`config.mk`:
```
export PLATFORM = sky130hd
export DESIGN_NAME = pipeline_hazard_ctrl
export DESIGN_NICKNAME = d
export VERILOG_FILES = /design/src/rtl/pipeline_hazard_ctrl.sv
export SDC_FILE = /design/constraint.sdc
export NUM_CORES = 1
export LEC_CHECK = 0
export BUFFER_PORTS_ARGS = -buffer_cell sky130_fd_sc_hd__buf_2
export CAP_MARGIN = 5
export CORE_MARGIN = 2
export CORE_UTILIZATION = 35
export CTS_BUF_LIST = sky130_fd_sc_hd__clkbuf_8
export CTS_CLUSTER_DIAMETER = 150
export DETAILED_ROUTE_END_ITERATION = 16
export PLACE_DENSITY = 0.78
export SYNTH_ARGS = -nofsm -noshare
export SYNTH_HDL_FRONTEND = slang
export SYNTH_SLANG_ARGS = --single-unit
```
`constraint.sdc`:
```
create_clock -name clk -period 1.5 [get_ports clk]
set_input_delay 0.225 -clock clk [delete_from_list [all_inputs] [get_ports clk]]
set_output_delay 0.225 -clock clk [all_outputs]
set_load 0.01 [all_outputs]
```
`src/rtl/pipeline_hazard_ctrl.sv`:
```
// Pipeline hazard controller: load-use interlock, branch flush and data-memory
// stall handling with a bounded wait and a sticky timeout flag.
// Outputs are Mealy (combinational from state and inputs).
// Optional: define HAZARD_PERF_CNT_EN to build the saturating performance counters.
module pipeline_hazard_ctrl #(
  parameter int unsigned MEM_TIMEOUT = 255,
  parameter int unsigned CNT_W       = 32
) (
  input  logic             clk,
  input  logic             arst_n,
  input  logic [4:0]       id_rs1,
  input  logic [4:0]       id_rs2,
  input  logic             id_uses_rs2,
  input  logic [4:0]       ex_rd,
  input  logic             ex_memread,
  input  logic             mem_branch_taken,
  input  logic             dmem_req,
  input  logic             dmem_ready,
  input  logic             err_clr,
  output logic             pc_en,
  output logic             if_id_en,
  output logic             id_ex_en,
  output logic             ex_mem_en,
  output logic             mem_wb_en,
  output logic             if_id_flush,
  output logic             id_ex_flush,
  output logic             ex_mem_flush,
  output logic             mem_wb_flush,
  output logic             pc_sel_branch,
  output logic             mem_err,
  output logic [CNT_W-1:0] load_stall_cnt,
  output logic [CNT_W-1:0] flush_cnt,
  output logic [CNT_W-1:0] mem_wait_cnt
);

  localparam int unsigned WAIT_W = (MEM_TIMEOUT < 1) ? 1 : $clog2(MEM_TIMEOUT + 1);
  localparam logic [WAIT_W-1:0] TIMEOUT_V = WAIT_W'(MEM_TIMEOUT);

  localparam logic [0:0] StRun     = 1'b0;
  localparam logic [0:0] StMemWait = 1'b1;

  logic [0:0]        state_q, state_d;
  logic [WAIT_W-1:0] wait_cnt_q, wait_cnt_d;
  logic              mem_err_q, mem_err_d;
  logic              load_use, mem_stall, timeout, err_set;

  assign load_use  = ex_memread && (ex_rd != 5'd0) &&
                     ((ex_rd == id_rs1) || (id_uses_rs2 && (ex_rd == id_rs2)));
  assign mem_stall = dmem_req && !dmem_ready;
  assign timeout   = (state_q == StMemWait) && mem_stall && (wait_cnt_q == TIMEOUT_V);
  assign mem_err   = mem_err_q;

  // Prioritised stage control; reset and a timed-out access both yield the idle pattern.
  always_comb begin
    pc_en         = 1'b1;
    if_id_en      = 1'b1;
    id_ex_en      = 1'b1;
    ex_mem_en     = 1'b1;
    mem_wb_en     = 1'b1;
    if_id_flush   = 1'b0;
    id_ex_flush   = 1'b0;
    ex_mem_flush  = 1'b0;
    mem_wb_flush  = 1'b0;
    pc_sel_branch = 1'b0;
    if (!arst_n || timeout) begin
      // keep defaults: the access is dropped
    end else if (mem_stall) begin
      pc_en        = 1'b0;
      if_id_en     = 1'b0;
      id_ex_en     = 1'b0;
      ex_mem_en    = 1'b0;
      mem_wb_en    = 1'b0;
      mem_wb_flush = 1'b1;
    end else if (mem_branch_taken) begin
      if_id_flush   = 1'b1;
      id_ex_flush   = 1'b1;
      ex_mem_flush  = 1'b1;
      pc_sel_branch = 1'b1;
    end else if (load_use) begin
      pc_en       = 1'b0;
      if_id_en    = 1'b0;
      id_ex_flush = 1'b1;
    end
  end

  // Next state, wait counter and sticky error flag.
  always_comb begin
    state_d    = state_q;
    wait_cnt_d = wait_cnt_q;
    err_set    = 1'b0;
    case (state_q)
      StRun: begin
        if (mem_stall) begin
          state_d    = StMemWait;
          wait_cnt_d = '0;
        end
      end
      default: begin
        if (!mem_stall) begin
          state_d = StRun;
        end else if (timeout) begin
          state_d = StRun;
          err_set = 1'b1;
        end else begin
          wait_cnt_d = wait_cnt_q + WAIT_W'(1);
        end
      end
    endcase
    // Set wins over a simultaneous clear.
    mem_err_d = err_set ? 1'b1 : (err_clr ? 1'b0 : mem_err_q);
  end

  // FSM state registers.
  always_ff @(posedge clk or negedge arst_n) begin
    if (!arst_n) begin
      state_q    <= StRun;
      wait_cnt_q <= '0;
      mem_err_q  <= 1'b0;
    end else begin
      state_q    <= state_d;
      wait_cnt_q <= wait_cnt_d;
      mem_err_q  <= mem_err_d;
    end
  end

`ifdef HAZARD_PERF_CNT_EN
  logic [CNT_W-1:0] load_stall_q, flush_q, mem_wait_q;
  logic             cyc_lu, cyc_br, cyc_mem;

  // Each action is uniquely identified by its output pattern.
  assign cyc_mem = mem_wb_flush;
  assign cyc_br  = pc_sel_branch;
  assign cyc_lu  = id_ex_flush && !pc_sel_branch;

  // Saturating event counters.
  always_ff @(posedge clk or negedge arst_n) begin
    if (!arst_n) begin
      load_stall_q <= '0;
      flush_q      <= '0;
      mem_wait_q   <= '0;
    end else begin
      if (cyc_lu && (load_stall_q != '1)) load_stall_q <= load_stall_q + CNT_W'(1);
      if (cyc_br && (flush_q != '1))      flush_q      <= flush_q + CNT_W'(1);
      if (cyc_mem && (mem_wait_q != '1))  mem_wait_q   <= mem_wait_q + CNT_W'(1);
    end
  end

  assign load_stall_cnt = load_stall_q;
  assign flush_cnt      = flush_q;
  assign mem_wait_cnt   = mem_wait_q;
`else
  assign load_stall_cnt = '0;
  assign flush_cnt      = '0;
  assign mem_wait_cnt   = '0;
`endif

endmodule
```
==> impl_metrics.env, run 1 <==
export IMPL_numCtsBuffers=3
export IMPL_fin_crit_sh_pct=114.2
export IMPL_holdWs_ns=0.02518
export IMPL_worstPathMaxFanout=4
export IMPL_postSynth_asyncResetShare_pct=100.0
export IMPL_synth_cells=185
export IMPL_cts_buffer_depth=2
export IMPL_dpl_cell_count=277
export IMPL_synth_yosys_seq_area_share_pct=16.69
export IMPL_synth_edf_count=0
export IMPL_final_common_cell="conb_1"
export IMPL_fillCellCount=413
export IMPL_end_kind="output port"
export IMPL_power_density_nw_per_um2=564.6
export IMPL_pre_cts_ws_ns=-0.1136
export IMPL_clock_skew_ns=0.002291
export IMPL_cap_violations=0
export IMPL_start_util_pct=36.94
export IMPL_grt_pass1_wl_mm=4.002
export IMPL_top_level_ports=130
export IMPL_instances_no_fill=291
export IMPL_coreArea_um2=4058
export IMPL_hold_viol=0
export IMPL_h_tree_depth=1
export IMPL_drive_gt1_share_pct=31.54
export IMPL_routed_via_count=1113
export IMPL_crit_start="wait_cnt_q[5]$_DFFE_PN0P_"
export IMPL_setup_violations=10
export IMPL_fin_util_pct=40.86
export IMPL_cp_start_kind="flop"
export IMPL_hpwl_mm=2.221
export IMPL_n_antenna_cell=0
export IMPL_critPathKind="flop to output port"
export IMPL_finalSetupTns_ns=-1.293
export IMPL_path_cells="nand3_2 -> o31ai_4 -> inv_2 -> nand2_4 -> o31a_1 -> buf_2"
export IMPL_wire_per_inst_um=9.993
export IMPL_nets=266
export IMPL_layout_common_cells="96 x conb_1, 27 x buf_2, 25 x buf_4, 10 x dfrtp_1"
export IMPL_min_path_type="primary input to asynchronous set/reset pin"
export IMPL_rows=23
export IMPL_drc=0
export IMPL_place_congestion=0.8371
export IMPL_die_w_um=69.44
export IMPL_viasPerCell=3.825
export IMPL_track_usage_pct=10.07
export IMPL_vdd_drop_max_v=0.0002141
export IMPL_timing_final_ws_setup_ns=-0.2131
export IMPL_cp_slowest_cell="dfrtp_1"
export IMPL_cts_tree="built"
export IMPL_grt_max_degree=11
export IMPL_routed_wirelength_mm=2.908
export IMPL_area_delta_synth_final_pct=10.60
export IMPL_cts_sink_count=10
export IMPL_ant_nets=0
export IMPL_status="complete, but fails checks"
export IMPL_dieHeight_um=69.44
export IMPL_fmaxAchievable_mhz=583.7
export IMPL_synth_cell_type_count=36
export IMPL_grt_overflow_total=0
export IMPL_synth_ff_type="dfrtp_1"
export IMPL_slowest_delay_ns=0.42
export IMPL_cellLeakagePower_nw=0.9509
export IMPL_post_synth_cell_area_avg_um2=8.102
export IMPL_firstDrtPassIters=4
export IMPL_grt_pass1_vias=911
export IMPL_synth_warnings=0
export IMPL_cp_data_required_time_ns=1.27
export IMPL_synth_seq_cells=10
export IMPL_critPathArrivalTime_ns=1.49
export IMPL_drt_initial_drc_count=44
export IMPL_period_minus_slack_ns=1.713
export IMPL_clock_latency_ns=0.24
export IMPL_clk_pin_slew_ns=0.05
export IMPL_reg2reg_from="wait_cnt_q[1]$_DFFE_PN0P_"
export IMPL_port_buffers=33
export IMPL_rsz0062_at_grt="true"
export IMPL_violations="negative setup slack"
export IMPL_clockRootBuffer="clkbuf_8"
export IMPL_synth_area_um2=1499
export IMPL_antenna_found_initial=0
export IMPL_die_area_um2=4822
export IMPL_maxSlewViolCount=0
flip-flops by register name, summed over array words and instances (netlist names):
| register | count |
|---|---|
| wait_cnt_q | 8 |
| mem_err | 1 |
| state_q | 1 |
Yosys cell counts (2+ instances only):
master	instances	area (um2)
a21oi_1	5	25.02
and3_1	2	12.51
buf_4	101	758.2
dfrtp_1	10	250.2
inv_1	4	15.01
nand2_1	8	30.03
nand2_2	2	12.51
nand3_1	4	20.02
nand3b_1	2	15.01
nor2_1	7	26.28
nor3_1	4	20.02
o31ai_1	3	22.52
or4_1	2	15.01
xor2_1	9	78.83
metrics by stage:
stage               instance area (um2)  power, mW
finish                             1658     0.9360
global route                       1658     0.9839
CTS                                1593     0.9204
detailed placement                 1449     0.5540
global placement                   1449     0.5496
floorplan                          1868     0.6574
report_power, final:
group | switching [mW] | internal (mW)
registers | 0.00728 | 0.277
logic | 0.201 | 0.104
clock network | 0.115 | 0.232
total | 0.323 | 0.613
what timing repair did:
item | CTS | global route
setup buffers | 4 | 6
pin swaps | 8 | 3
hold endpoints to repair | 3 | 0
gates resized for setup | 10 | 5
setup endpoints to repair | 8 | 9
hold buffers | 1 | 0
worst max-delay path: cells and delay by family (launching register included):
| family | cells | cell delay (ns) |
|---|---|---|
| buffers and inverters | 2 | 0.22 |
| AOI/OAI and AO/OA | 2 | 0.41 |
| and+or+nand+nor | 2 | 0.21 |
| DFF | 1 | 0.42 |
kinds of logic after synthesis:
family                   after synthesis  share of synthesized area [%]
flip-flops                            10                          16.69
XOR/XNOR                              10                          5.843
buffers and inverters                108                          52.92
AO/OA/AOI/OAI                         18                          9.599
other                                  1                         0.2502
adder cells (fa/ha/maj)                1                         0.8346
AND/OR/NAND/NOR                       37                          13.86
metal layers:
| metal | track usage (%) | routed length, um | vias up |
|---|---|---|---|
| li1 | - | - | 519 |
| met1 | 10.86 | 1027 | 516 |
| met2 | 19.12 | 1605 | 76 |
| met3 | 1.017 | 252 | 2 |
| met4 | 5.229 | 22 | 0 |
| met5 | 0 | 0 | - |
path summary, 6_finish.rpt:
path / to / slack, ns / depth (start not counted)
min reg2reg: mem_err$_DFFE_PN0P_ / 0.48 / 1
max reg2reg: wait_cnt_q[7]$_DFFE_PN0P_ / -0.08 / 7
min: wait_cnt_q[6]$_DFFE_PN0P_ / 0.03 / 2
min in group clk: mem_err$_DFFE_PN0P_ / 0.28 / 3
max in group asynchronous: wait_cnt_q[0]$_DFFE_PN0P_ / 0.87 / 2
max: if_id_en / -0.21 / 6
area by class of cell:
cell class                 count  area (um2)  share of cell area [%]
tap                           50       62.56                   3.774
inverter                       5       18.77                   1.132
multi-input combinational    162       859.6                   51.85
sequential                    10       250.2                   15.09
clock buffer                   4       55.05                   3.321
timing repair buffer          60       411.6                   24.83
Power figures use the tool's default switching activity.
==> run 2, diff against run 1 <==
Settings changed: PLACE_DENSITY 0.78 to 0.75.
Clock period 1.5 ns to 2 ns, I/O delays scaled along.
==> impl_metrics.env, run 2 (same netlist as run 1, synthesis figures left out) <==
export IMPL_clockRootBuffer="clkbuf_8"
export IMPL_maxSlewViolCount=0
export IMPL_routed_wirelength_mm=2.509
export IMPL_fin_crit_sh_pct=96.12
export IMPL_drive_gt1_share_pct=22.58
export IMPL_crit_path_frequent_cell="nand2_4"
export IMPL_cp_start_kind="flop"
export IMPL_hpwl_mm=2.077
export IMPL_path_cells="ha_2 -> nand2_4 -> o31ai_4 -> inv_2 -> nand2_4 -> o31a_1 -> buf_2"
export IMPL_firstDrtPassIters=4
export IMPL_wire_per_inst_um=9.397
export IMPL_coreArea_um2=4058
export IMPL_port_buffers=33
export IMPL_numCtsBuffers=3
export IMPL_grt_pass1_vias=732
export IMPL_place_area_um2=1324
export IMPL_end_kind="output port"
export IMPL_start_util_pct=36.94
export IMPL_cellLeakagePower_nw=0.8190
export IMPL_status="finished, final reports clean"
export IMPL_cts_tree="built"
export IMPL_die_area_um2=4822
export IMPL_cts_buffer_depth=2
export IMPL_drt_initial_drc_count=77
export IMPL_min_path_type="primary input to asynchronous set/reset pin"
export IMPL_pre_cts_ws_ns=0.1398
export IMPL_area_delta_synth_final_pct=-6.761
export IMPL_clk_pin_slew_ns=0.05
export IMPL_drc=0
export IMPL_vdd_drop_max_v=0.0001670
export IMPL_dpl_cell_count=262
export IMPL_dieHeight_um=69.44
export IMPL_n_antenna_cell=0
export IMPL_final_common_cell="conb_1"
export IMPL_grt_pass1_wl_mm=3.353
export IMPL_die_w_um=69.44
export IMPL_grt_max_degree=12
export IMPL_r2r_setup_slack_ns=0.41
export IMPL_largest_reg_flops=8
export IMPL_cp_slowest_cell="dfrtp_1"
export IMPL_viasPerCell=3.742
export IMPL_top_register="wait_cnt_q"
export IMPL_grt_overflow_total=0
export IMPL_power_density_nw_per_um2=439.2
export IMPL_nets=243
export IMPL_clock_skew_ns=0.002091
export IMPL_rows=23
export IMPL_fillCellCount=433
export IMPL_top_level_ports=130
export IMPL_antenna_found_initial=0
export IMPL_cp_data_required_time_ns=1.70
export IMPL_layout_common_cells="96 x conb_1, 33 x buf_2, 10 x dfrtp_1, 9 x xor2_1, 8 x nand2_1"
export IMPL_period_minus_slack_ns=1.922
export IMPL_hold_viol=0
export IMPL_critPathKind="flop to output port"
export IMPL_fmaxAchievable_mhz=520.2
export IMPL_cap_violations=0
export IMPL_holdWs_ns=0.08945
export IMPL_routed_via_count=999
export IMPL_track_usage_pct=8.865
export IMPL_slowest_delay_ns=0.38
export IMPL_fin_util_pct=34.44
export IMPL_setup_violations=0
export IMPL_critPathArrivalTime_ns=1.62
export IMPL_ant_nets=0
export IMPL_postLayoutCellArea_um2=1398
export IMPL_r2r_cells=6
export IMPL_timing_final_ws_setup_ns=0.07764
export IMPL_cts_hold_buf=0
export IMPL_h_tree_depth=1
export IMPL_worstPathMaxFanout=6
export IMPL_instances_no_fill=267
export IMPL_place_congestion=0.8905
export IMPL_clock_latency_ns=0.24
export IMPL_cts_sink_count=10
==> run 2: layer usage <==
metal	GRT usage (%)	part of all wire, %
met5	0	0
met2	14.96	53
met4	5.229	1.9
met3	3.343	10
met1	9.364	35
==> run 2: what timing repair did <==
item | CTS | global route
setup buffers | 1 | 1
resized for setup | 0 | 4
endpoints found under the setup margin | 3 | 2
pin swaps | 1 | 2
==> run 2: worst paths after layout <==
check / startpoint / endpoint
worst max-delay path: wait_cnt_q[1]$_DFFE_PN0P_ / pc_en
worst min-delay path: arst_n / wait_cnt_q[2]$_DFFE_PN0P_
worst max register to register: wait_cnt_q[1]$_DFFE_PN0P_ / wait_cnt_q[3]$_DFFE_PN0P_
worst min register to register: mem_err$_DFFE_PN0P_ / mem_err$_DFFE_PN0P_
max in group asynchronous: arst_n / wait_cnt_q[3]$_DFFE_PN0P_
min in group clk: err_clr / mem_err$_DFFE_PN0P_
==> run 2: report_power, final <==
part           total [mW]  leakage (nW)  internal [mW]  switching (mW)
Combinational       0.193         0.660         0.0515           0.141
Clock               0.208        0.0216          0.132          0.0765
Sequential          0.213         0.138          0.208         0.00474
==> run 2: area by class of cell <==
cell class                 count  area (um2)  area share (%)
sequential                    10       250.2           17.91
timing repair buffer          37       195.2           13.97
clock buffer                   3       41.29           2.954
inverter                       5       18.77           1.343
multi-input combinational    162       829.5           59.36
tap                           50       62.56           4.476
==> run 2: per-stage QoR <==
| step | total power [mW] | TNS (ns) |
|---|---|---|
| finish | 0.6139 | 0 |
| global route | 0.6480 | -0.01767 |
| CTS | 0.6110 | 0 |
| detailed placement | 0.3979 | 0 |
| global placement | 0.3961 | 0 |
| floorplan | 0.4917 | 0 |
==> run 2: critical path, delay by kind of cell (launching register included) <==
| kind | cells | cell delay (ns) |
|---|---|---|
| DFF | 1 | 0.38 |
| AOI/OAI and AO/OA | 2 | 0.37 |
| buffers and inverters | 2 | 0.24 |
| adders and majority gates | 1 | 0.22 |
| and+or+nand+nor | 2 | 0.18 |
